**src/rtl/kp_pkg.sv**
```systemverilog
// Shared constants and helpers for the 4x4 matrix keypad scanner.
// Key maps are 16 bits with bit r*4+c set when the key at row r, column c is down.
package kp_pkg;

   localparam logic [3:0] COL_RESET = 4'b1110;
   localparam int         KEY_W     = 4;

   localparam logic [0:0] KP_IDLE    = 1'b0;
   localparam logic [0:0] KP_PRESSED = 1'b1;

   function automatic logic kp_single(input logic [15:0] map);
      return (map != 16'h0000) && ((map & (map - 16'h0001)) == 16'h0000);
   endfunction

   // Bit index doubles as the key code because bit r*4+c == {r[1:0], c[1:0]}.
   function automatic logic [KEY_W-1:0] kp_encode(input logic [15:0] map);
      logic [KEY_W-1:0] code;
      code = '0;
      for (int i = 0; i < 16; i++) begin
         if (map[i]) code = KEY_W'(i);
      end
      return code;
   endfunction

endpackage

```
**src/rtl/kp_frame_debounce.sv**
```systemverilog
// Frame-level debouncer: a key map is accepted once DEB_FRAMES consecutive frames match.
// stable_nxt is the value stable_map takes at the next edge, so callers can react without extra latency.
module kp_frame_debounce
   import kp_pkg::*;
#(
   parameter int DEB_FRAMES = 8
) (
   input  logic        clk,
   input  logic        rst,
   input  logic [15:0] frame,
   input  logic        frame_end,
   output logic [15:0] stable_map,
   output logic [15:0] stable_nxt
);

   localparam int               CNT_W   = $clog2(DEB_FRAMES + 1);
   localparam logic [CNT_W-1:0] CNT_MAX = CNT_W'(DEB_FRAMES);

   logic [15:0]      prev_frame;
   logic [CNT_W-1:0] stab_cnt;
   logic [CNT_W-1:0] cnt_nxt;

   // stab_cnt never exceeds CNT_MAX, so inequality is enough to saturate.
   always_comb begin
      cnt_nxt    = stab_cnt;
      stable_nxt = stable_map;
      if (frame_end) begin
         if (frame != prev_frame) begin
            cnt_nxt = CNT_W'(1);
         end else if (stab_cnt != CNT_MAX) begin
            cnt_nxt = stab_cnt + CNT_W'(1);
         end
         if (cnt_nxt == CNT_MAX) begin
            stable_nxt = frame;
         end
      end
   end

   always_ff @(posedge clk or posedge rst) begin
      if (rst) begin
         prev_frame <= '0;
         stab_cnt   <= '0;
         stable_map <= '0;
      end else begin
         stab_cnt   <= cnt_nxt;
         stable_map <= stable_nxt;
         if (frame_end) begin
            prev_frame <= frame;
         end
      end
   end

endmodule

```
**src/rtl/keypad_scan_4x4.sv**
```systemverilog
// 4x4 active-low keypad scanner: column rotation, row sampling, frame debounce and key-entry register.
// key_valid is a one-cycle strobe with no back-pressure; key_code and data hold from the strobe until the next key.
module keypad_scan_4x4
   import kp_pkg::*;
#(
   parameter int SCAN_DIV   = 100_000,
   parameter int DEB_FRAMES = 8
) (
   input  logic             clk,
   input  logic             rst,
   input  logic             clr,
   input  logic [3:0]       row_n,
   output logic [3:0]       col_n,
   output logic             key_valid,
   output logic [KEY_W-1:0] key_code,
   output logic             key_down,
   output logic [15:0]      data
);

   localparam int               DIV_W    = (SCAN_DIV > 1) ? $clog2(SCAN_DIV) : 1;
   localparam logic [DIV_W-1:0] DIV_LAST = DIV_W'(SCAN_DIV - 1);

   logic [3:0]       row_s1;
   logic [3:0]       row_s2;
   logic [DIV_W-1:0] div_cnt;
   logic             tick;
   logic [1:0]       col_idx;
   logic [15:0]      frame_reg;
   logic [15:0]      frame_full;
   logic             frame_end;
   logic [15:0]      stable_map;
   logic [15:0]      stable_nxt;
   logic             map_upd;
   logic [KEY_W-1:0] new_code;
   logic [0:0]       state;

   // Rows idle high through the pull-ups, so the synchronizer resets to all ones.
   always_ff @(posedge clk or posedge rst) begin
      if (rst) begin
         row_s1 <= 4'hF;
         row_s2 <= 4'hF;
      end else begin
         row_s1 <= row_n;
         row_s2 <= row_s1;
      end
   end

   assign tick = (div_cnt == DIV_LAST);

   always_ff @(posedge clk or posedge rst) begin
      if (rst) begin
         div_cnt <= '0;
      end else if (tick) begin
         div_cnt <= '0;
      end else begin
         div_cnt <= div_cnt + DIV_W'(1);
      end
   end

   always_comb begin
      case (col_n)
         4'b1101: col_idx = 2'd1;
         4'b1011: col_idx = 2'd2;
         4'b0111: col_idx = 2'd3;
         default: col_idx = 2'd0;
      endcase
   end

   // The sample taken on the column-3 tick completes the frame in the same cycle.
   always_comb begin
      frame_full = frame_reg;
      for (int r = 0; r < 4; r++) begin
         frame_full[r*4 + int'(col_idx)] = ~row_s2[r];
      end
   end

   assign frame_end = tick && (col_idx == 2'd3);

   always_ff @(posedge clk or posedge rst) begin
      if (rst) begin
         col_n     <= COL_RESET;
         frame_reg <= '0;
      end else if (tick) begin
         col_n     <= {col_n[2:0], col_n[3]};
         frame_reg <= frame_full;
      end
   end

   kp_frame_debounce #(
      .DEB_FRAMES(DEB_FRAMES)
   ) u_debounce (
      .clk       (clk),
      .rst       (rst),
      .frame     (frame_full),
      .frame_end (frame_end),
      .stable_map(stable_map),
      .stable_nxt(stable_nxt)
   );

   assign map_upd  = frame_end && (stable_nxt != stable_map);
   assign new_code = kp_encode(stable_nxt);
   assign key_down = (state == KP_PRESSED);

   // Only a change of the stable map can move the FSM; multi-key maps are ignored in both states.
   always_ff @(posedge clk or posedge rst) begin
      if (rst) begin
         state     <= KP_IDLE;
         key_valid <= 1'b0;
         key_code  <= '0;
         data      <= '0;
      end else begin
         key_valid <= 1'b0;
         if (map_upd) begin
            case (state)
               KP_IDLE: begin
                  if (kp_single(stable_nxt)) begin
                     state     <= KP_PRESSED;
                     key_valid <= 1'b1;
                     key_code  <= new_code;
                     data      <= {data[11:0], new_code};
                  end
               end
               KP_PRESSED: begin
                  if (stable_nxt == 16'h0000) begin
                     state <= KP_IDLE;
                  end
               end
               default: state <= KP_IDLE;
            endcase
         end
         if (clr) begin
            data <= '0;
         end
      end
   end

endmodule
```
**config.mk**
```make
export PLATFORM = sky130hd
export DESIGN_NAME = keypad_scan_4x4
export DESIGN_NICKNAME = d
export VERILOG_FILES = /design/src/rtl/kp_pkg.sv /design/src/rtl/kp_frame_debounce.sv /design/src/rtl/keypad_scan_4x4.sv
export SDC_FILE = /design/constraint.sdc
export NUM_CORES = 1
export LEC_CHECK = 0
export ABC_CLOCK_PERIOD_IN_PS = 3400
export CAP_MARGIN = 0
export CORE_ASPECT_RATIO = 1.25
export CORE_MARGIN = 2
export CORE_UTILIZATION = 55
export CTS_BUF_LIST = sky130_fd_sc_hd__clkbuf_4 sky130_fd_sc_hd__clkbuf_8
export DETAILED_ROUTE_END_ITERATION = 7
export HOLD_SLACK_MARGIN = 0.08
export PLACE_DENSITY = 0.78
export SLEW_MARGIN = 15
export SYNTH_ARGS = -nofsm -noshare
export SYNTH_HDL_FRONTEND = slang
export SYNTH_SLANG_ARGS = --single-unit
```
**constraint.sdc**
```tcl
create_clock -name clk -period 3.4 [get_ports clk]
set_input_delay 0.68 -clock clk [delete_from_list [all_inputs] [get_ports clk]]
set_output_delay 0.68 -clock clk [all_outputs]
set_load 0.01 [all_outputs]
```
### Word level (Yosys, flattened, before mapping)

Cells that the tools add are included.

* bits in read-only memories: 0
* flip-flop bits (word level): 103
* output and inout port bits: 26
* latch bits: 0
* memory bits (writable): 0
* memories: 0
* input bits: 7
* logic and storage cells: 99

* reductions and logical operators: 14
* equality and inequality tests: 10
* $add $sub $neg: 6
* bitwise logic cells: 6
* multiplexer cells: 43
* shifts and indexed selects: 0
* $mul: 0
* divide/modulo/power cells: 0
* $lt $le $gt $ge: 8

Operators by type and width (number)
* 16-bit two-way mux: 6
* 16-bit bitwise mux: 4
* 4-bit two-way mux: 16
* 16-bit logical NOT: 2
* 16-bit inequality test: 2
* 17-bit by 1-bit adder with 17-bit output, second input constant: 1
* 17-bit equality test, second input constant: 1
* 17-bit two-way mux: 1
* 16-bit bitwise AND: 1
* 16-bit nonzero test: 1
* 16-bit by 1-bit subtractor with 16-bit output, second input constant: 1
* 1-bit demux with 4-bit select: 3
* 4-bit equality test, second input constant: 3
* 4-bit by 2-bit adder with 5-bit output, first input constant: 2
* 5-bit by 1-bit greater-or-equal comparator with 1-bit output, second input constant: 2
* 5-bit less-than comparator, second input constant: 2
* 1-bit two-way mux: 9
* 1-bit logical AND: 7
* 2-bit case mux with 3 select lines: 1
* 3-bit AND reduction: 2
* 2-bit by 5-bit less-than comparator with 1-bit output, second input constant: 1
* 4-bit by 5-bit less-than comparator with 1-bit output, second input constant: 1
* 1-bit NOT: 5
* 3-bit by 2-bit adder with 4-bit output, first input constant: 1
* other kinds (11): 12

### Depth between registers and ports, before layout

Gate-level depths: netlist of the first run.

* depth in word-level cells: 35
* mapped depth: 15
* depth with buffers taken out: 11

### Hierarchy

A second synthesis of the first run with hierarchy kept.

* cell total of the unflattened synthesis: 470
* area, all modules: 5176.2 µm²

Modules (own cells, without submodules)
* keypad_scan_4x4: area an instance 3482.1 µm², seq. area each 1690.4 µm², cells each 347, instances 1
* kp_frame_debounce: area an instance 1694.1 µm², seq. area each 900.9 µm², cells each 123, instances 1

### Least setup slack after synthesis of the first run

Ideal clock, no wire load.

* path type: register -> register
* from: register col_n[1]
* to: register data[1]
* buffers on the path: 3
* data arrival time: 3.257 ns
* required time: 3.270 ns
* path slack: 0.012 ns
* clock period less this slack: 3.388 ns
* setup time: 0.130 ns
* stages on the path, launching flop included: 14
* path through: dfstp_2 buf_2 o21ai_1 nor3_4 mux2i_1 clkbuf_1 nand3_1 o32a_1 nor4b_2 and4b_4 buf_12 inv_8 a211oi_2 nor3_2

* longest elaborated chain between the ends: 34
* elaborated cells on any way between the ends: 67
* those cells by class: 4 x add/sub; 8 x order compare; 7 x eq/ne; 35 x mux; 1 x bitwise; 12 x reduce/logical

RTL lines
* start: declaration: RTL line keypad_scan_4x4.sv:13 `output logic [3:0] col_n,`
* start signal: assignment: RTL line keypad_scan_4x4.sv:84 `col_n <= {col_n[2:0], col_n[3]};`
* 4-bit by 3-bit equality test with 1-bit output / 4-bit equality test (equally long branches): RTL line keypad_scan_4x4.sv:61 `case (col_n)`
* 2-bit case mux with 3 select lines *: RTL line keypad_scan_4x4.sv:61
* 3-bit by 2-bit adder with 4-bit output, or another cell as far along: RTL line keypad_scan_4x4.sv:73 `frame_full[r*4 + int'(col_idx)] = ~row_s2[r];`
* 4-bit by 5-bit less-than comparator with 1-bit output (implied by the code), or another cell as far along: RTL line keypad_scan_4x4.sv:73
* 1-bit logical AND (implied by the code) / 1-bit two-way mux (equally long branches): RTL line keypad_scan_4x4.sv:73
* 1-bit two-way mux (implied by the code) / 1-bit demux with 2-bit select (equally long branches): RTL line keypad_scan_4x4.sv:73
* 1-bit demux with 4-bit select / 16-bit bitwise mux (equally long branches): RTL line keypad_scan_4x4.sv:73
* 16-bit bitwise mux (3 in series): RTL line keypad_scan_4x4.sv:73
* (+4 left out)
* 16-bit two-way mux: RTL line kp_frame_debounce.sv:33 `if (cnt_nxt == CNT_MAX) begin`
* 16-bit two-way mux: RTL line kp_frame_debounce.sv:27 `if (frame_end) begin`
* 2-bit two-way mux: RTL line kp_pkg.sv:20 `if (map[i]) code = KEY_W'(i);`
* 4-bit two-way mux (13 in series): RTL line kp_pkg.sv:20
* 16-bit two-way mux: RTL line keypad_scan_4x4.sv:116 `if (kp_single(stable_nxt)) begin`
* 16-bit two-way mux: RTL line keypad_scan_4x4.sv:114 `case (state)`
* 16-bit two-way mux: RTL line keypad_scan_4x4.sv:113 `if (map_upd) begin`
* 16-bit two-way mux: RTL line keypad_scan_4x4.sv:131 `if (clr) begin`
* end signal: assignment: RTL line keypad_scan_4x4.sv:120 `data <= {data[11:0], new_code};`
* end: declaration: RTL line keypad_scan_4x4.sv:17 `output logic [15:0] data`

Mark *: on every way between the ends. The rest lies on a longest branch, timed or not. The select of a mux whose other input is x is not followed.
A chain may end at the register's enable or synchronous reset.

### Worst setup path in the final report of the first run

* from: register col_n[2]
* to: register data[13]

* longest elaborated chain between the ends: 22
* elaborated cells on any way between the ends: 49
* those cells by class: 4 x add/sub; 8 x order compare; 7 x eq/ne; 17 x mux; 1 x bitwise; 12 x reduce/logical

RTL lines
* 4-bit by 3-bit equality test with 1-bit output / 4-bit equality test (equally long branches): RTL line keypad_scan_4x4.sv:61
* 2-bit case mux with 3 select lines *: RTL line keypad_scan_4x4.sv:61
* 3-bit by 2-bit adder with 4-bit output, or another cell as far along: RTL line keypad_scan_4x4.sv:73
* 4-bit by 5-bit less-than comparator with 1-bit output (implied by the code), or another cell as far along: RTL line keypad_scan_4x4.sv:73
* 1-bit logical AND (implied by the code) / 1-bit two-way mux (equally long branches): RTL line keypad_scan_4x4.sv:73
* 1-bit two-way mux (implied by the code) / 1-bit demux with 2-bit select (equally long branches): RTL line keypad_scan_4x4.sv:73
* 1-bit demux with 4-bit select / 16-bit bitwise mux (equally long branches): RTL line keypad_scan_4x4.sv:73
* 16-bit bitwise mux (3 in series): RTL line keypad_scan_4x4.sv:73
* (+4 left out)
* 16-bit two-way mux: RTL line kp_frame_debounce.sv:33
* 16-bit two-way mux: RTL line kp_frame_debounce.sv:27
* 16-bit by 1-bit subtractor with 16-bit output: RTL line kp_pkg.sv:12 `return (map != 16'h0000) && ((map & (map - 16'h0001)) == 16'h0000);`
* 16-bit bitwise AND: RTL line kp_pkg.sv:12
* 16-bit logical NOT: RTL line kp_pkg.sv:12
* 1-bit logical AND: RTL line kp_pkg.sv:12
* 2-bit nonzero test (no source line)
* 3-bit AND reduction (no source line) *

Marks and branches as above.

==> impl_metrics.tcl, run 1 <==
set metrics [dict create \
    outcome "finished with violations" \
    violations "negative setup slack" \
    worstSetupStartpointType "register" \
    cts_tree "done" \
    rows 40 \
    layout.nets 652 \
    end_kind "register" \
    drc 0 \
    slew_violations 0 \
    arrival_ns 3.70 \
    overflow 0 \
    cts_sinks 103 \
    num_io_pins 33 \
    grt_max_degree 59 \
    die-area_um2 10800 \
    cts_root_buffer "clkbuf_8" \
    diodes 0 \
    peakVddDrop_mv 0.221 \
    chipWidth_um 93.4 \
    placement.io_buffers 32 \
    cpLargestDelayFamily "simple AND/OR/NAND/NOR gates" \
    ys_warn_count 0 \
    slowest_stage "dfstp_2" \
    power.density_nw_per_um2 317 \
    filler_cell_count 708 \
    crit_buf_inv 1 \
    largest_reg_flops 17 \
    synth.distinct_cells 70 \
    gp_congestion 0.983 \
    ctsHoldBuffers 0 \
    layout_setup_ws_ns -0.0609 \
    area_delta_synth_final_pct 23.2 \
    synthXorXnorAreaFrac 0.0654 \
    vias_per_cell 5.93 \
    cts_buffers 9 \
    synth_top_area_share 0.419 \
    drt_wl_total_um 14100 \
    top_register "div_cnt" \
    track_usage 0.266 \
    first_pass_iters 5 \
    fmax_mhz 289 \
    critPathKind "register to register" \
    grt_first_pass_wirelength_um 22300 \
    core_area_um2 9660 \
    cts.clk_slew.worst_paths_ns 0.10 \
    synth_top_family_by_area "simple AND/OR/NAND/NOR gates" \
    clk_latency_ns 0.37 \
    htree_levels 3 \
    min_path_type "register to register" \
    crit_path_max_incr_delay_ns 0.63 \
    rsz0062_at_grt "yes" \
    initial_utilization 0.569 \
    syn_nets 571 \
    synth_edf_count 0 \
    final_hold_viol_count 0 \
    final_util 0.701 \
    ys_seq_area_frac 0.472 \
    finClkSkew_ns 0.0140 \
    fp.dieH_um 116 \
    yosys.area_share.simple 0.190 \
    wl_per_cell_um 18.3 \
    dr_total_vias 4584 \
    synth-compound-area-share 0.124 \
    setup_violations 17 \
    synthArstFlopShare 1.00 \
    power_mw 2.15 \
    synth.area.top_cells "dfrtp_1 42%, mux2i_1 5.5%, dfstp_2 5.3%, o21ai_0 4.9%, nand2_1 4.6%" \
    grt_pass1_vias 4511 \
    clk_path_buf_depth 2 \
    avgSynthCellArea_um2 9.79 \
    cap_violations 0 \
    synth_seq_cells 103 \
    cp_cell_sequence "and4b_1, mux2_4, or3_4, or4_4, nor2_4, mux2i_1, and4b_4, buf_12, mux2i_2, nor2_1" \
    drive_above_1_share 0.232 \
    netlist_instances 561 \
    dp_hpwl_um 10000 \
    antenna_found_initial 0 \
    drtAntennaViolNets 0 \
    max_slew_margin 0.384 \
    synthMuxAreaShare 0.0973 \
    min_period_ns 3.46 \
    finalCritPeriodShare 1.02 \
    path_max_fanout 7 \
    syn_area_um2 5490 \
    synthAdderAreaFrac 0.00866 \
    tightest_slew_ns 0.924 \
    cp.required_ns 3.64 \
    drt_iter0_drc 298 \
    synth_ff_type "dfrtp_1" \
    p_leak_nw 3.01 \
    synth.largest_area_cell "dfrtp_1" \
]
-- cell usage after synthesis, drive strengths merged, types with 2 or more instances --
master,instances
a211oi,2
a21oi,24
a221oi,3
a22oi,2
a31oi,4
a41oi,2
and2,2
and3,6
and4b,4
buf,10
clkbuf,15
dfrtp,92
dfstp,11
ha,3
inv,24
mux2,18
mux2i,32
nand2,67
nand3,12
nand4,9
nand4b,3
nor2,53
nor2b,4
nor3,7
nor3b,3
nor4,9
nor4b,2
o2111ai,2
o211ai,4
o21a,2
o21ai,55
o221ai,2
o22ai,3
or2,4
or3,7
or4,4
xnor2,25
xor2,16
-- worst reg2reg max path, cell delays in order (launching register included) --
cell	delay, ns
dfstp_2	0.63
and4b_1	0.29
mux2_4	0.33
or3_4	0.40
or4_4	0.53
nor2_4	0.11
mux2i_1	0.26
and4b_4	0.35
buf_12	0.15
mux2i_2	0.21
nor2_1	0.06
-- per-stage QoR --
stage	cell area [µm²]	hold slack [ns]	setup TNS, ns	setup WS, ns	std cells
floorplan	5490	0.345	0	0.0123	561
global placement	6260	0.347	0	0.0000266	743
detailed placement	6260	0.347	-0.259	-0.0950	743
CTS	6520	0.367	0	0.00299	763
global route	6770	0.371	-2.61	-0.166	773
finish	6770	0.363	-0.508	-0.0609	773
-- logic make-up after synthesis --
family | count (synthesis)
AOI/OAI and AO/OA | 113
xor gates and xnor gates | 41
adders and majority gates | 4
buffers and inverters | 49
DFF | 103
muxes | 50
and+or+nand+nor | 201
-- path summary, 6_finish.rpt --
check / slack, ns / start / cells past startpoint / end
min in group asynchronous: 0.78 / rst / 2 / div_cnt[3]
min: 0.36 / row_s1[2] / 0 / row_s2[2]
max: -0.06 / col_n[2] / 10 / data[13]
max in group asynchronous: 1.93 / rst / 3 / u_debounce.prev_frame[8]
min reg2reg: 0.36 / row_s1[2] / 0 / row_s2[2]
max reg2reg: -0.06 / col_n[2] / 10 / data[13]
-- per-layer routing --
metal / part of all wire / track usage / vias to the layer above
met2: 0.50 / 0.450 / 148
li1: - / - / 2132
met1: 0.43 / 0.342 / 2264
met3: 0.041 / 0.0410 / 40
met4: 0.035 / 0.112 / 0
met5: 0 / 0 / -
-- area by class of cell --
cell class                      instances  area (µm²)  share of cell area
Tap cell                              126         158              0.0233
Clock inverter                          3        43.8             0.00647
Clock buffer                           13         166              0.0246
Multi-Input combinational cell        409        2840               0.420
Inverter                               24         100              0.0148
Sequential cell                       103        2590               0.383
Timing Repair Buffer                   95         866               0.128
-- what timing repair did --
item                                    4_1_cts  5_1_grt
endpoints found under the setup margin       17       24
pin swaps                                     1       13
buffers inserted                              4       10
endpoints found under the hold margin         0        0
gates resized for setup                       5       33
-- where the power goes --
part	internal [mW]	switching, mW	total (mW)
Combinational	0.0347	0.0590	0.0937
Sequential	1.23	0.00621	1.24
Clock	0.398	0.414	0.812
-- cell usage in the layout, fill, tap and decap left out, drive strengths merged, types with 3 or more instances in the layout --
master	netlist	routed
clkbuf	15	13
mux2i	32	32
nand4	9	9
or3	7	7
o22ai	3	3
dfrtp	92	92
or2	4	4
nor3	7	7
a31oi	4	4
xor2	16	16
a21oi	24	24
nor2b	4	4
nand4b	3	3
buf	10	63
nor4	9	9
nor2	53	53
ha	3	3
or4	4	4
xnor2	25	25
and4b	4	4
dfstp	11	11
inv	24	24
a221oi	3	3
o211ai	4	4
nand2	67	67
o21ai	55	55
nor3b	3	3
clkdlybuf4s50	0	32
nand3	12	12
mux2	18	18
and3	6	6
No activity file was read; power rests on OpenSTA's default activity.
==> run 2, diff against run 1 <==
SETUP_SLACK_MARGIN = 0.1   (was not set)
==> impl_metrics.tcl, run 2 (synthesis results as in run 1) <==
set metrics [dict create \
    path_max_fanout 6 \
    num_io_pins 33 \
    ctsHoldBuffers 0 \
    cpMostUsedCell "mux2i_1" \
    drt_wl_total_um 14000 \
    cts_tree "done" \
    final_hold_viol_count 0 \
    setup_violations 13 \
    stdcell_count 777 \
    fmax_mhz 289 \
    dp_hpwl_um 10000 \
    largest_reg_flops 17 \
    outcome "finished with violations" \
    drive_above_1_share 0.235 \
    filler_cell_count 726 \
    finalCritPeriodShare 1.02 \
    peakVddDrop_mv 0.244 \
    path_depth 10 \
    reg2reg_setup_slack_ns -0.06 \
    vias_per_cell 5.97 \
    placement.io_buffers 32 \
    cap_violations 0 \
    drt_iter0_drc 254 \
    diodes 0 \
    initial_utilization 0.569 \
    cp_cell_sequence "and4b_2, mux2_2, or3_4, or4_4, nor2_4, mux2i_1, and4b_4, buf_12, mux2i_1, nor2_1" \
    overflow 0 \
    power_mw 2.15 \
    critPathKind "register to register" \
    rr_endpoint "data[11]" \
    antenna_found_initial 0 \
    cts_root_buffer "clkbuf_8" \
    dr_total_vias 4641 \
    drc 0 \
    chipWidth_um 93.4 \
    rows 40 \
    area.sequential_um2 2590 \
    cts_sinks 103 \
    rr_startpoint "col_n[2]" \
    grt_first_pass_wirelength_um 23000 \
    cts_buffers 9 \
    layout.nets 656 \
    violations "negative setup slack" \
    grt_pass1_vias 4753 \
    finClkSkew_ns 0.0177 \
    grt_max_degree 46 \
    tightest_slew_ns 0.975 \
    power.density_nw_per_um2 316 \
    slowest_stage "dfstp_2" \
    top_register "div_cnt" \
    fp.dieH_um 116 \
    clk_latency_ns 0.39 \
    cpLargestDelayFamily "simple AND/OR/NAND/NOR gates" \
    gp_congestion 0.934 \
    wl_per_cell_um 18.0 \
    cp.required_ns 3.64 \
    place_ws_ns -0.186 \
    die-area_um2 10800 \
    arrival_ns 3.69 \
    dp_cells 746 \
    worstSetupStartpointType "register" \
    drtAntennaViolNets 0 \
    hold_path_depth 0 \
    min_period_ns 3.46 \
    worst-r2r-cell-count 10 \
    cts.clk_slew.worst_paths_ns 0.10 \
    max_slew_margin 0.350 \
    final_util 0.702 \
    p_leak_nw 3.02 \
    core_area_um2 9660 \
    crit_start "col_n[2]" \
    cp-endpoint "data[11]" \
    slew_violations 0 \
    min_path_type "register to register" \
    rsz0062_at_grt "yes" \
    final_common_cell "dfrtp_1" \
    htree_levels 3 \
    clk_path_buf_depth 2 \
    end_kind "register" \
    area_delta_synth_final_pct 23.5 \
    final_cell_mix "92 x dfrtp_1, 66 x nand2_1, 57 x buf_4, 54 x o21ai_0, 51 x nor2_1" \
    first_pass_iters 5 \
    track_usage 0.272 \
    setup-tns-final_ns -0.318 \
    multi_input_area_um2 2820 \
    layout_setup_ws_ns -0.0565 \
    crit_buf_inv 1 \
    crit_path_max_incr_delay_ns 0.60 \
]
==> run 2: how the worst min path moves through the flow <==
stage | start | to | slack (ns)
floorplan | row_s1[0] | row_s2[0] | 0.35
global placement | row_s1[3] | row_s2[3] | 0.35
detailed placement | row_s1[3] | row_s2[3] | 0.35
CTS | row_s1[3] | row_s2[3] | 0.36
global route | row_s1[1] | row_s2[1] | 0.37
finish | row_s1[3] | row_s2[3] | 0.36
==> run 2: timing repair <==
item	4_1_cts	5_1_grt
gates cloned	1	0
buffers inserted	13	1
pin swaps	5	5
gates resized for setup	13	19
endpoints found under the setup margin	25	24
==> run 2: final cells by class <==
type                            instances  share of cell area
Sequential cell                       103               0.382
Clock buffer                           10              0.0203
Tap cell                              126              0.0232
Multi-Input combinational cell        409               0.416
Timing Repair Buffer                   99               0.133
Clock inverter                          6             0.00996
Inverter                               24              0.0149
==> run 2: report_power, final <==
part,internal [mW],leakage (nW),total [mW],switching (mW)
Sequential,1.23,1.39,1.24,0.00713
Combinational,0.0338,1.54,0.0912,0.0574
Clock,0.363,0.0989,0.815,0.451
==> run 2: stage by stage <==
step	hold WS (ns)	cell area (µm²)
after floorplan	0.345	5520
after global placement	0.346	6290
after detailed placement	0.348	6290
after CTS	0.363	6680
after global routing	0.368	6780
final	0.362	6780
==> run 2: per-layer routing <==
layer / track usage / part of all wire
met1: 0.333 / 0.42
met5: 0 / 0
met2: 0.474 / 0.50
met3: 0.0403 / 0.044
met4: 0.125 / 0.039
